[src/rtl/apb_fsm_controller.sv]
// APB master-side sequencer of the AHB2APB bridge. It turns the slave interface's
// decoded transfer into APB setup/enable phases and stalls AHB through Hreadyout.
module apb_fsm_controller #(
   parameter int ADDR_W = 32,
   parameter int DATA_W = 32,
   parameter int NSEL   = 3
) (
   input  logic              Hclk,
   input  logic              Hresetn,
   input  logic              valid,
   input  logic              Hwritereg,
   input  logic [ADDR_W-1:0] Haddr1,
   input  logic [DATA_W-1:0] Hwdata1,
   input  logic [NSEL-1:0]   tempselx,
   output logic [NSEL-1:0]   Pselx,
   output logic              Penable,
   output logic              Pwrite,
   output logic [ADDR_W-1:0] Paddr,
   output logic [DATA_W-1:0] Pwdata,
   output logic              Hreadyout
);

   typedef enum logic [2:0] {
      IDLE    = 3'd0,
      WWAIT   = 3'd1,
      READ    = 3'd2,
      RENABLE = 3'd3,
      WRITE   = 3'd4,
      WENABLE = 3'd5
   } state_t;

   state_t            state, state_n;
   logic [NSEL-1:0]   psel_n, wr_sel, wr_sel_n;
   logic              penable_n, pwrite_n, hready_n;
   logic [ADDR_W-1:0] paddr_n, wr_addr, wr_addr_n;
   logic [DATA_W-1:0] pwdata_n;

   always_comb begin
      // NOTE: every output gets a default before the case so no path infers a latch.
      state_n   = IDLE;
      psel_n    = Pselx;
      penable_n = 1'b0;
      pwrite_n  = Pwrite;
      paddr_n   = Paddr;
      pwdata_n  = Pwdata;
      hready_n  = 1'b1;
      wr_addr_n = wr_addr;
      wr_sel_n  = wr_sel;

      case (state)
         // Hreadyout is high in these states, so a new request may be accepted here.
         IDLE, RENABLE, WENABLE: begin
            psel_n = '0;
            if (valid && !Hwritereg) begin
               state_n  = READ;
               psel_n   = tempselx;
               paddr_n  = Haddr1;
               pwrite_n = 1'b0;
               hready_n = 1'b0;
            end else if (valid) begin
               state_n   = WWAIT;
               wr_addr_n = Haddr1;
               wr_sel_n  = tempselx;
               hready_n  = 1'b0;
            end
         end
         // Write data arrives one cycle after the request, so it is captured here.
         WWAIT: begin
            state_n  = WRITE;
            psel_n   = wr_sel;
            paddr_n  = wr_addr;
            pwdata_n = Hwdata1;
            pwrite_n = 1'b1;
            hready_n = 1'b0;
         end
         // An undecoded transfer is still sequenced, but never raises Penable without a select.
         READ, WRITE: begin
            state_n   = (state == READ) ? RENABLE : WENABLE;
            penable_n = |Pselx;
         end
         default: begin
            state_n   = IDLE;
            psel_n    = '0;
            pwrite_n  = 1'b0;
            paddr_n   = '0;
            pwdata_n  = '0;
            wr_addr_n = '0;
            wr_sel_n  = '0;
         end
      endcase
   end

   // NOTE: sequential state uses non-blocking assignments so every flop samples pre-edge values.
   always_ff @(posedge Hclk or negedge Hresetn) begin
      if (!Hresetn) begin
         state     <= IDLE;
         Pselx     <= '0;
         Penable   <= 1'b0;
         Pwrite    <= 1'b0;
         Paddr     <= '0;
         Pwdata    <= '0;
         Hreadyout <= 1'b1;
         wr_addr   <= '0;
         wr_sel    <= '0;
      end else begin
         state     <= state_n;
         Pselx     <= psel_n;
         Penable   <= penable_n;
         Pwrite    <= pwrite_n;
         Paddr     <= paddr_n;
         Pwdata    <= pwdata_n;
         Hreadyout <= hready_n;
         wr_addr   <= wr_addr_n;
         wr_sel    <= wr_sel_n;
      end
   end

endmodule

[config.mk]
export PLATFORM = sky130hd
export DESIGN_NAME = apb_fsm_controller
export DESIGN_NICKNAME = d
export VERILOG_FILES = /design/src/rtl/apb_fsm_controller.sv
export SDC_FILE = /design/constraint.sdc
export NUM_CORES = 1
export LEC_CHECK = 0
export BUFFER_PORTS_ARGS = -buffer_cell sky130_fd_sc_hd__buf_4
export CORE_MARGIN = 8
export CORE_UTILIZATION = 47
export CTS_CLUSTER_DIAMETER = 80
export CTS_CLUSTER_SIZE = 12
export DETAILED_ROUTE_END_ITERATION = 16
export PLACE_DENSITY = 0.83
export SLEW_MARGIN = 40
export SYNTH_ARGS = -nofsm -noshare
export SYNTH_HDL_FRONTEND = slang
export SYNTH_SLANG_ARGS = --single-unit
[constraint.sdc]
create_clock -name Hclk -period 1.5 [get_ports Hclk]
set_input_delay 0.075 -clock Hclk [delete_from_list [all_inputs] [get_ports Hclk]]
set_output_delay 0.075 -clock Hclk [all_outputs]
set_load 0.1 [all_outputs]
==> results of run 1 <==
-- metrics by stage --
step	cell area, um2	utilization
after floorplan	4970	-
after global placement	6240	0.607
after detailed placement	6270	0.610
after CTS	7380	0.718
after global routing	7480	0.728
final	7480	0.728
-- cell type report --
class                      count  area (um2)  share of cell area
sequential                   108        2710               0.362
inverter                       2        7.51             0.00100
timing repair buffer         249        2290               0.307
antenna                        1        2.50            0.000334
tap                          136         170              0.0227
multi-input combinational    252        2110               0.282
clock inverter                 4        32.5             0.00435
clock buffer                  12         155              0.0207
-- worst paths after layout --
| path | endpoint | slack (ps) | depth (start not counted) |
|---|---|---|---|
| hold reg to reg | Paddr[13] | 510 | 1 |
| setup / recovery | wr_addr[23] | -280 | 7 |
| setup reg to reg | wr_addr[23] | -280 | 7 |
| hold / removal | Hreadyout | 70 | 4 |
| max in group asynchronous | state[0] | 740 | 3 |
| min in group asynchronous | Paddr[10] | 190 | 2 |
-- placed cells by master (no fill, tap or decap), drive strengths merged --
| cell | count |
|---|---|
| buf | 178 |
| o21ai | 36 |
| and2 | 2 |
| dlygate4sd3 | 69 |
| nand2b | 2 |
| dfrtp | 107 |
| a22oi | 2 |
| nor2b | 4 |
| or3 | 1 |
| nor2 | 10 |
| and3 | 1 |
| mux2i | 32 |
| a221o | 2 |
| a2bb2oi | 1 |
| clkinvlp | 2 |
| mux2 | 32 |
| nor3 | 2 |
| dfstp | 1 |
| and2b | 1 |
| clkbuf | 14 |
| a22o | 67 |
| nor4 | 1 |
| o211ai | 32 |
| nor3b | 2 |
| nand3 | 2 |
| diode | 1 |
| a41o | 1 |
| xor2 | 1 |
| a31oi | 2 |
| o32ai | 1 |
| clkinv | 1 |
| a211o | 1 |
| a21oi | 4 |
| nand2 | 10 |
| inv | 3 |
-- worst max-delay path: stages (launching register included) --
cell and delay, ps:
dfrtp_2 430, buf_6 120, or3_4 390, a21oi_4 150, a21oi_4 50, buf_12 150
buf_12 130, a22o_4 240
-- cells by family (layout without fill, tap and decap cells) --
| group | after synthesis | after routing |
|---|---|---|
| compound gates | 149 | 149 |
| xor+xnor | 1 | 1 |
| buf+inv | 41 | 267 |
| flops | 108 | 108 |
| mux | 64 | 64 |
| other cells | 0 | 1 |
| simple gates | 36 | 38 |
-- sequential cells by signal, summed over array words and instances (netlist names) --
name and count:
Paddr 32, Pwdata 32, wr_addr 32, Pselx 3
state 3, wr_sel 3, Hreadyout 1, Penable 1
Pwrite 1
-- cell usage after synthesis --
cell / instances
or3_4: 1
o21ai_1: 15
clkbuf_1: 11
inv_1: 2
a22oi_1: 2
mux2_2: 29
a2bb2oi_1: 1
o21ai_0: 20
a31oi_1: 2
o211ai_1: 32
dfrtp_1: 107
mux2_1: 3
nor2_1: 5
nand3_1: 2
buf_4: 1
buf_1: 1
nor3b_1: 2
nor2b_1: 4
a21oi_1: 2
buf_6: 4
a41o_1: 1
and3_1: 1
nor3_1: 2
nand2_1: 10
dfstp_2: 1
and2b_4: 1
a21oi_4: 2
and2_1: 2
clkbuf_4: 2
nor4_1: 1
o32ai_1: 1
xor2_1: 1
nor2_2: 3
a211o_1: 1
mux2i_1: 32
buf_2: 20
a221o_1: 2
nand2b_1: 2
a22o_1: 67
o21ai_2: 1
-- per-layer routing --
layer / part of all wire / vias to the layer above / global-route usage / wire [um]
li1: - / 1966 / - / -
met3: 0.081 / 26 / 0.0676 / 1270
met2: 0.50 / 208 / 0.361 / 7810
met1: 0.40 / 2203 / 0.256 / 6200
met4: 0.019 / 0 / 0.0767 / 293
met5: 0 / - / 0 / 0
-- timing repair --
| action | CTS | global route |
|---|---|---|
| cloned | 5 | 3 |
| setup endpoints to repair | 101 | 101 |
| pin swaps | 7 | 10 |
| hold buffers | 69 | 0 |
| resized for setup | 29 | 12 |
| endpoints found under the hold margin | 97 | 0 |
| setup buffers | 5 | 2 |
==> reports/metrics.cfg, run 1 <==
[floorplan]
io_pins = 141
core-area_mm2 = 0.0103
die_w_um = 119
initial_core_util = 0.481
num_rows = 37
die-area_mm2 = 0.0141
dieHeight_um = 119

[place]
hpwlAfterDp_um = 9170
gp_congestion = 0.784
portBuffers = 140
pre_cts_ws_ps = -327
dpl.cell_count = 664

[grt]
grt_pass1_wl_um = 25200
antenna_found_initial = 1
grt_start_max_net_pins = 43
grt_pass1_vias = 4848
globalRouteOverflowTotal = 0
grt_use_total = 0.216

[setup_path]
cp-startpoint = state[1]
cp.required_ps = 1740
startpoint_type = flip-flop
timing.rr.start = state[1]
endpoint_kind = flip-flop
crit_fanout = 6
path_class = flip-flop to flip-flop
cp.arrival_ps = 2020

[sta]
layout_min_cycle_time_ps = 1780
setup_viol = 69
hold_viol_final = 0
timing.hold.ws_ps = 68.8
fin_tns_setup_ps = -14010
clock_skew_ps = 17.1
fmax_mhz = 562
finalCritPeriodShare = 1.19
grt_setup_unrepaired = yes
worstMarginPinSlew_ps = 459
drv_slew = 0
layout_setup_ws_ps = -278
relSlewSlack = 0.693

[yosys]
synthAdderAreaFrac = 0
yosysTopAreaCellShare = 0.541
synthMuxAreaShare = 0.138
synthesis.instances = 399
avgSynthCellArea_um2 = 12.4
yosysTopAreaCell = dfrtp_1
synth_top_family_by_area = compound AO/OA/AOI/OAI gates
ys_seq_area_frac = 0.547
ys_warn_count = 0
synth.distinct_cells = 40
synth_fp_nets = 470
synth-seq-cells = 108
synth_area_leaders = dfrtp_1 54%, a22o_1 12%, mux2_2 6.6%
synth-xor-area-share = 0.00177
synth-compound-area-share = 0.230
synth-simple-area-share = 0.0392
synth_area_mm2 = 0.00494

[route]
via_count = 4403
drt_pass1_iterations = 5
drc_errors = 0
viasPerCell = 5.76
post_drt_wl_per_cell_um = 20.4
antenna_left = 0
wl_um = 15600
drtIter0Drc = 315

[run]
max-cap-violations = 0

[layout]
drive_above_1_share = 0.397
instances_no_fill = 764
fillers = 654
syn_to_final_growth_pct = 51.3
final_nets = 693

[clocking]
cts_buffer_depth = 2
cts_tree = done
clk_latency_ps = 360
clkSinkCount = 108
root_buffer = clkbuf_8
path_clk_slew_ps = 100
cts_buffers = 9
htree_levels = 3

[min_path]
hp-class = primary input to flip-flop
hp-start = valid

[run_status]
outcome = finished with violations
violations = negative setup slack

Power of run 1 is left out: the tool's default activity adds up to more than one toggle a clock period on the data nets, which glitch-free logic cannot reach.
==> run 2, diff against run 1 <==
ABC_AREA = 1   (was unset)
CORE_UTILIZATION = 46   (was 47)
==> run 2 against run 1 <==
The flow still finishes with violations (negative setup slack). Non-clock buffer count fell by 4. Routed wire length rose by 12%. Synthesized area fell by 8.6%. Hold slack got worse by 31 ps. Clock skew rose by 9.7 ps. Highest routed layer unchanged.
==> reports/metrics.cfg, run 2 <==
[clocking]
path_clk_slew_ps = 100
root_buffer = clkbuf_8
htree_levels = 3
cts_tree = done
cts_buffer_depth = 2
clk_latency_ps = 380
cts_buffers = 9
clkSinkCount = 108

[min_path]
min_to = Pselx[2]
whs_path_depth = 4
hp-class = primary input to flip-flop
hp-start = Hwritereg

[route]
drtIter0Drc = 375
wl_um = 17500
drt_pass1_iterations = 5
antenna_left = 0
viasPerCell = 5.20
post_drt_wl_per_cell_um = 19.1
via_count = 4761
drc_errors = 0

[sta]
drv_slew = 0
layout_setup_ws_ps = -62.3
grt_setup_unrepaired = yes
fmax_mhz = 640
worstMarginPinSlew_ps = 402
clock_skew_ps = 26.8
fin_tns_setup_ps = -1240
setup_viol = 57
hold_viol_final = 0
layout_min_cycle_time_ps = 1560
finalCritPeriodShare = 1.04
relSlewSlack = 0.732

[place]
dpl.cell_count = 810
pre_cts_ws_ps = 5.28
hpwlAfterDp_um = 8580
gp_congestion = 0.800
portBuffers = 140

[yosys]
synthesis.instances = 546
avgSynthCellArea_um2 = 8.28
yosysTopAreaCell = dfrtp_1
synth_area_mm2 = 0.00452
synth.distinct_cells = 20
synth-edff-count = 0
synthTopCellsByCount = 281 x nand2_1, 107 x dfrtp_1, 39 x inv_1
yosys_most_used_dff = dfrtp_1
ys_warn_count = 0
yosysMostFrequentCell = nand2_1
yosysTopAreaCellShare = 0.592
synth-seq-cells = 108
synth_area_leaders = dfrtp_1 59%, nand2_1 23%, o21ai_1 4.0%
async_reset_ff_frac = 1.00
synth_fp_nets = 617
ys_seq_area_frac = 0.598

[setup_path]
endpoint_kind = flip-flop
crit_fanout = 8
timing.rr.start = state[1]
worst_path_most_repeated_cell = buf_6
startpoint_type = flip-flop
path_class = flip-flop to flip-flop
cpMaxStageDelayCell = dfrtp_2
rrSetupSlack_ps = -60
slowest_delay_ps = 480
cp_top_family = buffers and inverters
cp.arrival_ps = 1810
ff2ff_path_depth = 8
path_cells = inv_2 > nand2_4 > nor2_4 > buf_6 > inv_6 > o21ai_4 > buf_6 > o21ai_0
reg2reg_to = Pwdata[23]
crit_buf_inv = 4
cp.required_ps = 1750

[layout]
final_common_cell = nand2_1
regArea_mm2 = 0.00271
layout_common_cells = 257 x nand2_1, 149 x buf_4, 104 x dfrtp_1, 68 x dlygate4sd3_1, 36 x inv_1
multiInputGateArea_mm2 = 0.00178
fillers = 609
instances_no_fill = 915
drive_above_1_share = 0.344
syn_to_final_growth_pct = 61.3
top_regs = Paddr x32, Pwdata x32, wr_addr x32
utilization = 0.757
final_nets = 847

[grt]
grt_start_max_net_pins = 39
grt_use_total = 0.218
antenna_found_initial = 1
grt_pass1_vias = 4513
globalRouteOverflowTotal = 0
grt_pass1_wl_um = 22700

[run_status]
outcome = finished with violations
violations = negative setup slack

[floorplan]
num_rows = 36
die-area_mm2 = 0.0133
core-area_mm2 = 0.00964
io_pins = 141
initial_core_util = 0.469
dieHeight_um = 115
die_w_um = 115

[run]
max-cap-violations = 0

run 2: changes by cell type in the layout (fill, tap and decap cells not counted), sizes merged, moves of 4 or more:
cell / before / now
mux2i: 32 / 0
o21ai: 36 / 70
o211ai: 32 / 0
buf: 178 / 170
nand3: 2 / 10
nor2b: 4 / 0
nand2: 10 / 284
a22o: 67 / 0
nor2: 10 / 5
inv: 3 / 42
mux2: 32 / 0
run 2: final cells by class:
type	count	share of cell area
Antenna cell	1	0.000343
Clock buffer	10	0.0189
Clock inverter	6	0.00652
Inverter	40	0.0216
Multi-Input combinational cell	372	0.243
Sequential cell	108	0.371
Tap cell	133	0.0228
Timing Repair Buffer	245	0.315
run 2: tightest hold or removal path: cells and delay by family:
kind | cells | cell delay [ps]
buffers and inverters | 1 | 90
and+or+nand+nor | 3 | 200
run 2: routing by layer:
metal / global-route usage / vias up / share of wire
met5: 0 / - / 0
met4: 0.0989 / 0 / 0.038
met3: 0.0499 / 63 / 0.072
met2: 0.370 / 277 / 0.51
met1: 0.258 / 2276 / 0.38
li1: - / 2145 / -
run 2: worst max-delay path by stage:
stage / end / from / cells after the start / slack, ps
global placement: Pwrite / state[2] / 8 / 20
global route: wr_addr[5] / state[0] / 9 / -100
CTS: wr_addr[22] / state[1] / 8 / 10
finish: Pwdata[23] / state[1] / 8 / -60
detailed placement: Paddr[1] / state[2] / 8 / 5
floorplan: Paddr[10] / state[1] / 8 / 190
run 2: cell families (layout without fill, tap and decap cells):
family | count (synthesis) | count (layout) | synth area share
other | 0 | 1 | 0
AND/OR/NAND/NOR | 299 | 300 | 0.254
flip-flops | 108 | 108 | 0.598
buffers and inverters | 67 | 301 | 0.0667
AO/OA/AOI/OAI | 72 | 72 | 0.0813
run 2: through the flow:
stage	hold slack (ps)	cell area [um2]
finish	38.0	7290
detailed placement	32.2	5820
global route	31.9	7290
floorplan	-221	4520
global placement	26.4	5820
CTS	6.46	6690
run 2: what timing repair did:
action	4_1_cts	5_1_grt
setup endpoints to repair	34	102
setup buffers	0	8
hold endpoints to repair	168	0
pin swaps	0	5
hold buffers	68	0
cloned	0	12
resized for setup	2	114
Power of run 2 is left out for the same reason.
